==> src/rtl/round_judge.sv <==
// Memory-tile round judge: shows a 4x4 board, then scores tile guesses until win or out of lives.
// Optional build macro MISS_MASK_EN tracks wrong tiles so a repeated miss costs no extra life.
module round_judge #(
  parameter int REVEAL_CYCLES = 50000000,
  parameter int LIVES         = 3
) (
  input  logic        i_clk,
  input  logic        i_rst_n,
  input  logic        i_board_valid,
  input  logic [15:0] i_board,
  input  logic        i_guess_valid,
  input  logic [3:0]  i_guess_idx,
  output logic [15:0] o_display,
  output logic [15:0] o_found,
  output logic [15:0] o_missed,
  output logic [1:0]  o_lives_left,
  output logic [2:0]  o_state,
  output logic        o_win,
  output logic        o_lose
);

  // state  | meaning
  // IDLE   | waiting for the first board after reset
  // REVEAL | target shown, reveal timer counting down
  // PLAY   | accepting guesses, display shows found|missed
  // WIN    | every target tile found, target shown
  // LOSE   | lives exhausted, target shown
  typedef enum logic [2:0] {
    S_IDLE   = 3'd0,
    S_REVEAL = 3'd1,
    S_PLAY   = 3'd2,
    S_WIN    = 3'd3,
    S_LOSE   = 3'd4
  } state_t;

  localparam int             TW         = (REVEAL_CYCLES > 1) ? $clog2(REVEAL_CYCLES) : 1;
  localparam logic [TW-1:0]  TIMER_LOAD = TW'(REVEAL_CYCLES - 1);
  localparam logic [1:0]     LIVES_LOAD = 2'(LIVES);

  state_t        r_state;
  logic [15:0]   r_target;
  logic [15:0]   r_found;
  logic [15:0]   r_missed;
  logic [1:0]    r_lives;
  logic [TW-1:0] r_timer;
  logic [15:0]   r_display;
  logic          r_win;
  logic          r_lose;

  state_t        w_state_nxt;
  logic [15:0]   w_target_nxt;
  logic [15:0]   w_found_nxt;
  logic [15:0]   w_missed_nxt;
  logic [1:0]    w_lives_nxt;
  logic [TW-1:0] w_timer_nxt;
  logic [15:0]   w_display_nxt;
  logic [15:0]   w_guess_bit;

  assign w_guess_bit = 16'd1 << i_guess_idx;

  always_ff @(posedge i_clk or negedge i_rst_n) begin
    if (!i_rst_n) begin
      r_state   <= S_IDLE;
      r_target  <= '0;
      r_found   <= '0;
      r_missed  <= '0;
      r_lives   <= '0;
      r_timer   <= '0;
      r_display <= '0;
      r_win     <= 1'b0;
      r_lose    <= 1'b0;
    end else begin
      r_state   <= w_state_nxt;
      r_target  <= w_target_nxt;
      r_found   <= w_found_nxt;
      r_missed  <= w_missed_nxt;
      r_lives   <= w_lives_nxt;
      r_timer   <= w_timer_nxt;
      r_display <= w_display_nxt;
      r_win     <= (w_state_nxt == S_WIN);
      r_lose    <= (w_state_nxt == S_LOSE);
    end
  end

  always_comb begin
    w_state_nxt  = r_state;
    w_target_nxt = r_target;
    w_found_nxt  = r_found;
    w_missed_nxt = r_missed;
    w_lives_nxt  = r_lives;
    w_timer_nxt  = r_timer;

    case (r_state)
      S_IDLE, S_WIN, S_LOSE: begin
        if (i_board_valid) begin
          w_target_nxt = i_board;
          w_found_nxt  = '0;
          w_missed_nxt = '0;
          w_lives_nxt  = LIVES_LOAD;
          w_timer_nxt  = TIMER_LOAD;
          w_state_nxt  = S_REVEAL;
        end
      end
      S_REVEAL: begin
        if (r_timer == '0) w_state_nxt = S_PLAY;
        else               w_timer_nxt = r_timer - TW'(1);
      end
      S_PLAY: begin
        if (i_guess_valid) begin
          if (r_target[i_guess_idx]) begin
            w_found_nxt = r_found | w_guess_bit;
          end else begin
`ifdef MISS_MASK_EN
            if (!r_missed[i_guess_idx]) begin
              w_missed_nxt = r_missed | w_guess_bit;
              if (r_lives != 2'd0) w_lives_nxt = r_lives - 2'd1;
            end
`else
            if (r_lives != 2'd0) w_lives_nxt = r_lives - 2'd1;
`endif
          end
        end
        // An empty target also satisfies this on the first PLAY cycle.
        if (w_found_nxt == r_target)  w_state_nxt = S_WIN;
        else if (w_lives_nxt == 2'd0) w_state_nxt = S_LOSE;
      end
      default: w_state_nxt = S_IDLE;
    endcase

    case (w_state_nxt)
      S_REVEAL, S_WIN, S_LOSE: w_display_nxt = w_target_nxt;
      S_PLAY:                  w_display_nxt = w_found_nxt | w_missed_nxt;
      default:                 w_display_nxt = '0;
    endcase
  end

  assign o_display    = r_display;
  assign o_found      = r_found;
  assign o_missed     = r_missed;
  assign o_lives_left = r_lives;
  assign o_state      = r_state;
  assign o_win        = r_win;
  assign o_lose       = r_lose;

endmodule

==> config.mk <==
export PLATFORM = sky130hd
export DESIGN_NAME = round_judge
export DESIGN_NICKNAME = d
export VERILOG_FILES = /design/src/rtl/round_judge.sv
export SDC_FILE = /design/constraint.sdc
export NUM_CORES = 1
export LEC_CHECK = 0
export ABC_AREA = 1
export BUFFER_PORTS_ARGS = -buffer_cell sky130_fd_sc_hd__clkbuf_2
export CAP_MARGIN = 0
export CELL_PAD_IN_SITES_DETAIL_PLACEMENT = 1
export CELL_PAD_IN_SITES_GLOBAL_PLACEMENT = 2
export CORE_MARGIN = 2
export CORE_UTILIZATION = 34
export DETAILED_ROUTE_END_ITERATION = 7
export PLACE_DENSITY = 0.9
export REMOVE_ABC_BUFFERS = 1
export SYNTH_ARGS = -nofsm -noshare
export SYNTH_HDL_FRONTEND = slang
export SYNTH_SLANG_ARGS = --single-unit
==> constraint.sdc <==
create_clock -name i_clk -period 4.7 [get_ports i_clk]
set_clock_uncertainty 0.2 [all_clocks]
set_input_delay 0.235 -clock i_clk [delete_from_list [all_inputs] [get_ports i_clk]]
set_output_delay 0.235 -clock i_clk [all_outputs]
set_load 0.01 [all_outputs]
==> results of run 1 <==
## sequential cells by signal (all words and copies together) (netlist names)
register and count:
r_timer 26, o_lose 1, o_display 16, o_state 3, o_win 1, o_found 16, r_target 16, o_missed 16
o_lives_left 2
## metrics by stage
| step | cell area [sq um] | instances | power (mW) | util (%) | TNS, ns |
|---|---|---|---|---|---|
| 2_1_floorplan | 5000 | 690 | 1.61 | - | -1.18 |
| 3_3_place_gp | 5650 | 955 | 1.88 | 38.8 | 0 |
| 3_5_place_dp | 5650 | 955 | 1.91 | 38.8 | 0 |
| 4_1_cts | 6140 | 988 | 2.73 | 42.1 | 0 |
| 5_1_grt | 6140 | 988 | 2.88 | 42.1 | 0 |
| 6_report | 6140 | 988 | 2.70 | 42.1 | 0 |
## path summary, 6_finish.rpt
| kind | from | to | slack (ns) | depth (start not counted) |
|---|---|---|---|---|
| setup / recovery | o_state[1] | r_timer[24] | 1.74 | 16 |
| hold / removal | i_guess_valid | o_lives_left[1] | 0.22 | 6 |
| setup reg to reg | o_state[1] | r_timer[24] | 1.74 | 16 |
| hold reg to reg | r_timer[2] | r_timer[2] | 0.30 | 2 |
| max in group asynchronous | i_rst_n | o_found[5] | 2.95 | 3 |
| min in group asynchronous | i_rst_n | r_timer[3] | 0.30 | 2 |
## metal layers
layer	GRT usage [%]	part of all wire, %	routed length (um)	up-vias
met4	6.27	1.5	236	0
met1	27.8	48	7470	2347
met3	3.25	3.5	545	16
li1	-	-	-	2370
met5	0	0	0	-
met2	33.0	47	7350	85
## cells in the mapped netlist, drive strengths merged
cell,number
nor4,1
nand3,50
nor3,8
inv,125
o22ai,10
or2,7
o41ai,1
nand3b,3
a21oi,29
dfrtp,97
a21o,1
a31oi,1
o21ai,48
xor2,1
clkbuf,9
nor2,110
nand4,6
or3,1
o211ai,1
buf,8
ha,2
nand2,188
## where the power goes
group	total [mW]	leakage, nW	internal, mW	switching, mW
Sequential	1.17	1.22	1.03	0.144
Combinational	0.737	1.74	0.266	0.471
Clock	0.794	0.159	0.457	0.337
Total	2.70	3.12	1.75	0.952
## cells by family (layout without fill, tap and decap cells)
group	count (synthesis)	after routing
compound gates	91	91
xor+xnor	1	1
fa+ha+maj	2	2
buf+inv	142	239
flops	97	97
simple gates	374	374
## cell usage in the layout (no fill, tap or decap), types with 2 or more instances in the layout
| cell | n |
|---|---|
| nand3_2 | 2 |
| clkbuf_8 | 3 |
| clkbuf_2 | 77 |
| dlygate4sd3_1 | 17 |
| clkbuf_16 | 9 |
| dfrtp_1 | 97 |
| a21oi_4 | 2 |
| ha_1 | 2 |
| nand3_1 | 47 |
| buf_4 | 4 |
| nand2_1 | 184 |
| or2_2 | 7 |
| clkinv_2 | 2 |
| nand2_2 | 3 |
| nand4_1 | 6 |
| o21ai_1 | 2 |
| a21oi_1 | 27 |
| nor3_1 | 7 |
| o21ai_0 | 46 |
| nor2_1 | 108 |
| nand3b_1 | 3 |
| inv_1 | 124 |
| o22ai_1 | 10 |
## repair_timing
item                                    in CTS  in global routing
resized for setup                            0                  0
endpoints found under the setup margin       0                  0
hold endpoints to repair                    70                  0
hold buffers                                17                  0
## layout make-up
cell class | count | area [sq um] | share of cell area, %
Sequential cell | 97 | 2430 | 39.5
Multi-Input combinational cell | 468 | 2110 | 34.4
Timing Repair Buffer | 98 | 586 | 9.54
Inverter | 125 | 469 | 7.64
Clock buffer | 12 | 267 | 4.34
Tap cell | 184 | 230 | 3.75
Clock inverter | 4 | 48.8 | 0.795
## critical path, delay by kind of cell, from the launching register on
kind                   cells  cell delay [ns]
buffers and inverters      5             0.45
AO/OA/AOI/OAI              4             0.58
AND/OR/NAND/NOR            7             1.16
flip-flops                 1             0.44
==> results.md, run 1 <==
* Outcome: completed
* Final Cycle Share at 63.0%
* Crit-path cells: inv_1, nand2_1, nand2_1, a21oi_1, o21ai_0, inv_1, nand2_1, nor2_1, inv_1, nor2_2, inv_1, nor2_1, inv_1, or3_1, o21ai_0, a21oi_1
* DRC violations left at 0
* Critical path class: reg2reg
* Arrival time of the worst setup path at 2.99 ns
* Global-route usage over all layers at 20.2%
* Pre-CTS setup slack at 1.65 ns
* Startpoint types: flop
* Initial DRC count at 262
* Full die area at 16,000 sq um
* Crit path capture type: flop
* Filler cell count at 1,825
* Slew Limit Fails at 0
* Post-detail-place hpwl at 11,200 um
* Peak VDD IR at 0.000190 V
* Unrepaired setup endpoints after global routing: no
* Vias/cell at 4.88
* Max Clock Freq at 0.338 GHz
* Worst-Margin Slew at 1.23 ns
* Clock insertion delay at the later pin of the skew report at 0.36 ns
* Adder-Cell Fraction of Synth Area at 0.491%
* Pwr Density at 440 nW/um^2
* CP max stage cell: dfrtp_1
* Die Wd at 126 um
* #FFs+latches synth at 97
* Clock Pin Slew Worst Setup and Hold Paths at 0.07 ns
* CTS Root Cell: clkbuf_16
* First-pass GRT wire length at 25,800 um
* Synth Area in Compound Gates at 9.82%
* Area Overhead vs Synth at 20.5%
* Largest family of logic cells by synthesized area: simple AND/OR/NAND/NOR gates
* Simple-Gate Fraction of Synth Area at 30.7%
* Final min period at 2.96 ns
* Netlist cell types at 33
* Longest Clk Path Bufs at 2
* Avg Inst Size Synth at 7.21 sq um
* Most used cell along the critical path: inv_1
* Yosys warnings at 0
* Post-synth top area share at 47.6%
* Sequential share of the synthesized area at 47.6%
* Port buffer count at 78
* Setup ws final at 1.74 ns
* Die Y at 126 um
* Max FO, Critical Path at 5
* CTS Sinks at 97
* Buffers inserted by post-CTS timing repair at 0
* DR vias at 4,818
* Post-synthesis mux area share at 0%
* CTS Buf Count at 9
* Antenna viol nets, final at 0
* Largest net degree at the start of global routing at 72
* Synthesized cell area at 5100 sq um
* Layout cell share with drive strength beyond 1 at 14.6%
* Synth area leader: dfrtp_1
* Cells after synthesis at 707
* Slew HR at 17.7%
* Initial Utilization at 34.9%
* Gpl congestion at 0.831
* I/O pins at 79
* Wirelength per Cell at 15.8 um
* Vias in the first global route at 5,184
* Antenna violations before repair at 0
* Routed wire length at 15,600 um
* Xor-xnor portion of the synthesized cell area at 0.172%
* Final count of negative-setup-slack endpoints at 0
* Final Hold Vio Count at 0
* ANT cells at 0
* Congestion Overflow GR at 0
* Hold Slack at 0.215 ns
* H-tree depth at 3
* Max-Cap Viols at 0
* Pre-antenna DRT Iters at 4
* Rows at 44
* CTS tree: built
* Top cells by area, synth: dfrtp_1 (48%), nand2_1 (14%), inv_1 (9.1%)
* Crit path required time at 4.73 ns
* Slowest stage delay, CP at 0.44 ns
* Final nets at 825
* Core area at 14,600 sq um
* Lkg Pwr at 3.12 nW
* Min-Delay Path Class: in2reg
(Power assumes the default switching activity.)
==> inputs of run 2 (changes only) <==
Settings changed: ABC_AREA 1 to 0, CORE_UTILIZATION 34 to 36, PLACE_DENSITY 0.9 to 0.86.
Clock period 4.7 ns to 3.02 ns, I/O delays scaled along.
==> results.md, run 2 <==
* Outcome: completed
* Commonest non-fill, non-tap cells in the layout: dfrtp_1 (97), clkbuf_2 (77), inv_1 (42), nor2_1 (42), mux2i_1 (33)
* #FFs+latches synth at 97
* CTS Buf Count at 9
* Max FO, Critical Path at 9
* Crit path required time at 3.04 ns
* Slew Limit Fails at 0
* Top cells by area, synth: dfrtp_1 (50%), mux2i_1 (6.8%), inv_1 (3.2%)
* Number of synthesized flops with an enable pin at 0
* Largest net degree at the start of global routing at 52
* Final Hold Vio Count at 0
* Arrival time of the worst setup path at 2.89 ns
* Crit-path cells: dlygate4sd3_1, clkbuf_2, mux4_2, o221ai_2, a31oi_1, nor2_2, o22ai_2, buf_12, o22ai_1, mux2i_1
* Final Cycle Share at 94.9%
* Core area at 13,200 sq um
* Avg Inst Size Synth at 10.3 sq um
* CP max stage cell: mux4_2
* Sw Pwr at 1.42 mW
* Final nets at 610
* Synthesized cell area at 4860 sq um
* ANT cells at 0
* Vias in the first global route at 4,498
* Cells after synthesis at 473
* Hold Slack at 0.0535 ns
* Multi-input gate area at 2170 sq um
* Async S/R FF share, synth at 100%
* Filler cell count at 1,497
* FF/Latch Area at 2430 sq um
* Most common cell after layout, fill and taps aside: dfrtp_1
* Final min period at 2.87 ns
* Pwr Density at 677 nW/um^2
* Clock insertion delay at the later pin of the skew report at 0.35 ns
* Initial Utilization at 36.8%
* WP buf/inv at 3
* Startpoint types: primary input
* Reg power frac at 44.1%
* Post-detail-place hpwl at 10,700 um
* Die Wd at 120 um
* Synth Flop Type: dfrtp_1
* Initial DRC count at 255
* Congestion Overflow GR at 0
* Antenna viol nets, final at 0
* Max Clock Freq at 0.349 GHz
* Clock Pin Slew Worst Setup and Hold Paths at 0.06 ns
* Gate power share at 28.6%
* CTS Sinks at 97
* Final count of negative-setup-slack endpoints at 0
* Pre-antenna DRT Iters at 4
* H-tree depth at 3
* Sequential share of the synthesized area at 49.9%
* Cell Area, Placed at 5570 sq um
* Delay-heaviest family, CP: buffers and inverters
* Crit path capture type: flop
* Worst-Margin Slew at 0.676 ns
* Slew HR at 54.5%
* DRC violations left at 0
* Synth area leader: dfrtp_1
* Longest Clk Path Bufs at 2
* Peak VDD IR at 0.000315 V
* Vias/cell at 5.33
* Routed wire length at 14,900 um
* I/O pins at 79
* Max-Cap Viols at 0
* Commonest cells post-synth: dfrtp_1 (97), inv_1 (42), nor2_1 (42), mux2i_1 (33), nand2_1 (31)
* Wirelength per Cell at 19.5 um
* First-pass GRT wire length at 24,200 um
* Largest register by flop count: r_timer
* Critical path class: in2reg
* Layout cell share with drive strength beyond 1 at 24.0%
* Die Y at 120 um
* Netlist cell types at 72
* Gpl congestion at 0.917
* Rows at 42
* Clock power frac at 27.2%
* Slowest stage delay, CP at 0.58 ns
* Post-synth top area share at 49.9%
* Final total power at 4.10 mW
* Max reg flops at 26
* Area Overhead vs Synth at 24.7%
* Post-Layout Inst Area at 6060 sq um
* Full die area at 14,400 sq um
* Min-Delay Path Class: in2reg
* CTS Root Cell: clkbuf_16
* Yosys warnings at 0
* Antenna violations before repair at 0
* Cell Int Power at 2.68 mW
* DR vias at 4,069
* Lkg Pwr at 2.78 nW
* Global-route usage over all layers at 21.7%
* Cell with the most instances after synthesis: dfrtp_1
* Unrepaired setup endpoints after global routing: no
* Net Sw Frac at 34.7%
* Port buffer count at 78
* Final setup TNS at 0 ns
* CTS tree: built
[run 2: final cells by class]
class	count	share of cell area, %
repair buffers	119	13.2
clock buffers	12	4.40
well taps	176	3.63
inverters	43	2.66
clock inverters	3	0.248
flip-flops and latches	97	40.0
multi-input cells	314	35.8
[run 2: power groups by stage]
stage               Clock, mW  Sequential [mW]  Combinational (mW)
floorplan                   0             1.80               0.669
global placement            0             1.81                1.12
detailed placement          0             1.82                1.15
CTS                      1.14             1.80                1.18
global route             1.19             1.84                1.31
finish                   1.12             1.81                1.17
[run 2: per-layer routing]
metal / part of all wire, % / vias up / wire length (um) / global-route usage [%]
met2: 50 / 81 / 7520 / 37.3
li1: - / 1895 / - / -
met3: 2.8 / 27 / 416 / 3.21
met4: 2.7 / 0 / 396 / 8.75
met1: 44 / 2066 / 6570 / 27.3
met5: 0 / - / 0 / 0
[run 2: tightest hold or removal path: cells and delay by family]
| kind | cells | cell delay [ns] |
|---|---|---|
| simple gates | 2 | 0.28 |
| buf+inv | 1 | 0.13 |
[run 2: timing repair]
action,CTS,global route
setup buffers,0,2
endpoints found under the hold margin,78,0
resized for setup,0,2
endpoints found under the setup margin,0,7
hold buffers,18,0
[run 2: cells by family (layout without fill, tap and decap cells)]
| kind of cell | after synthesis | count (layout) | synth area share (%) |
|---|---|---|---|
| simple gates | 172 | 172 | 19.0 |
| flops | 97 | 97 | 49.9 |
| compound gates | 78 | 78 | 11.9 |
| buf+inv | 62 | 177 | 5.54 |
| mux | 41 | 41 | 9.35 |
| xor+xnor | 21 | 21 | 3.78 |
| fa+ha+maj | 2 | 2 | 0.515 |
[run 2: metrics by stage]
stage          std cells  setup slack (ns)  utilization (%)
2_1_floorplan        454            -0.418                -
3_3_place_gp         729             0.211             42.3
3_5_place_dp         729             0.159             42.3
4_1_cts              762             0.134             45.8
5_1_grt              764            0.0147             45.9
6_report             764             0.153             45.9
[run 2: final timing paths]
path,startpoint,end,slack [ns],depth (start not counted)
max,i_guess_idx[0],o_display[10],0.15,10
min reg2reg,o_missed[0],o_missed[0],0.32,1
min,i_board_valid,r_timer[24],0.05,3
max in group asynchronous,i_rst_n,o_found[8],1.73,3
min in group asynchronous,i_rst_n,r_timer[3],0.16,2
max reg2reg,r_target[15],o_win,0.18,9
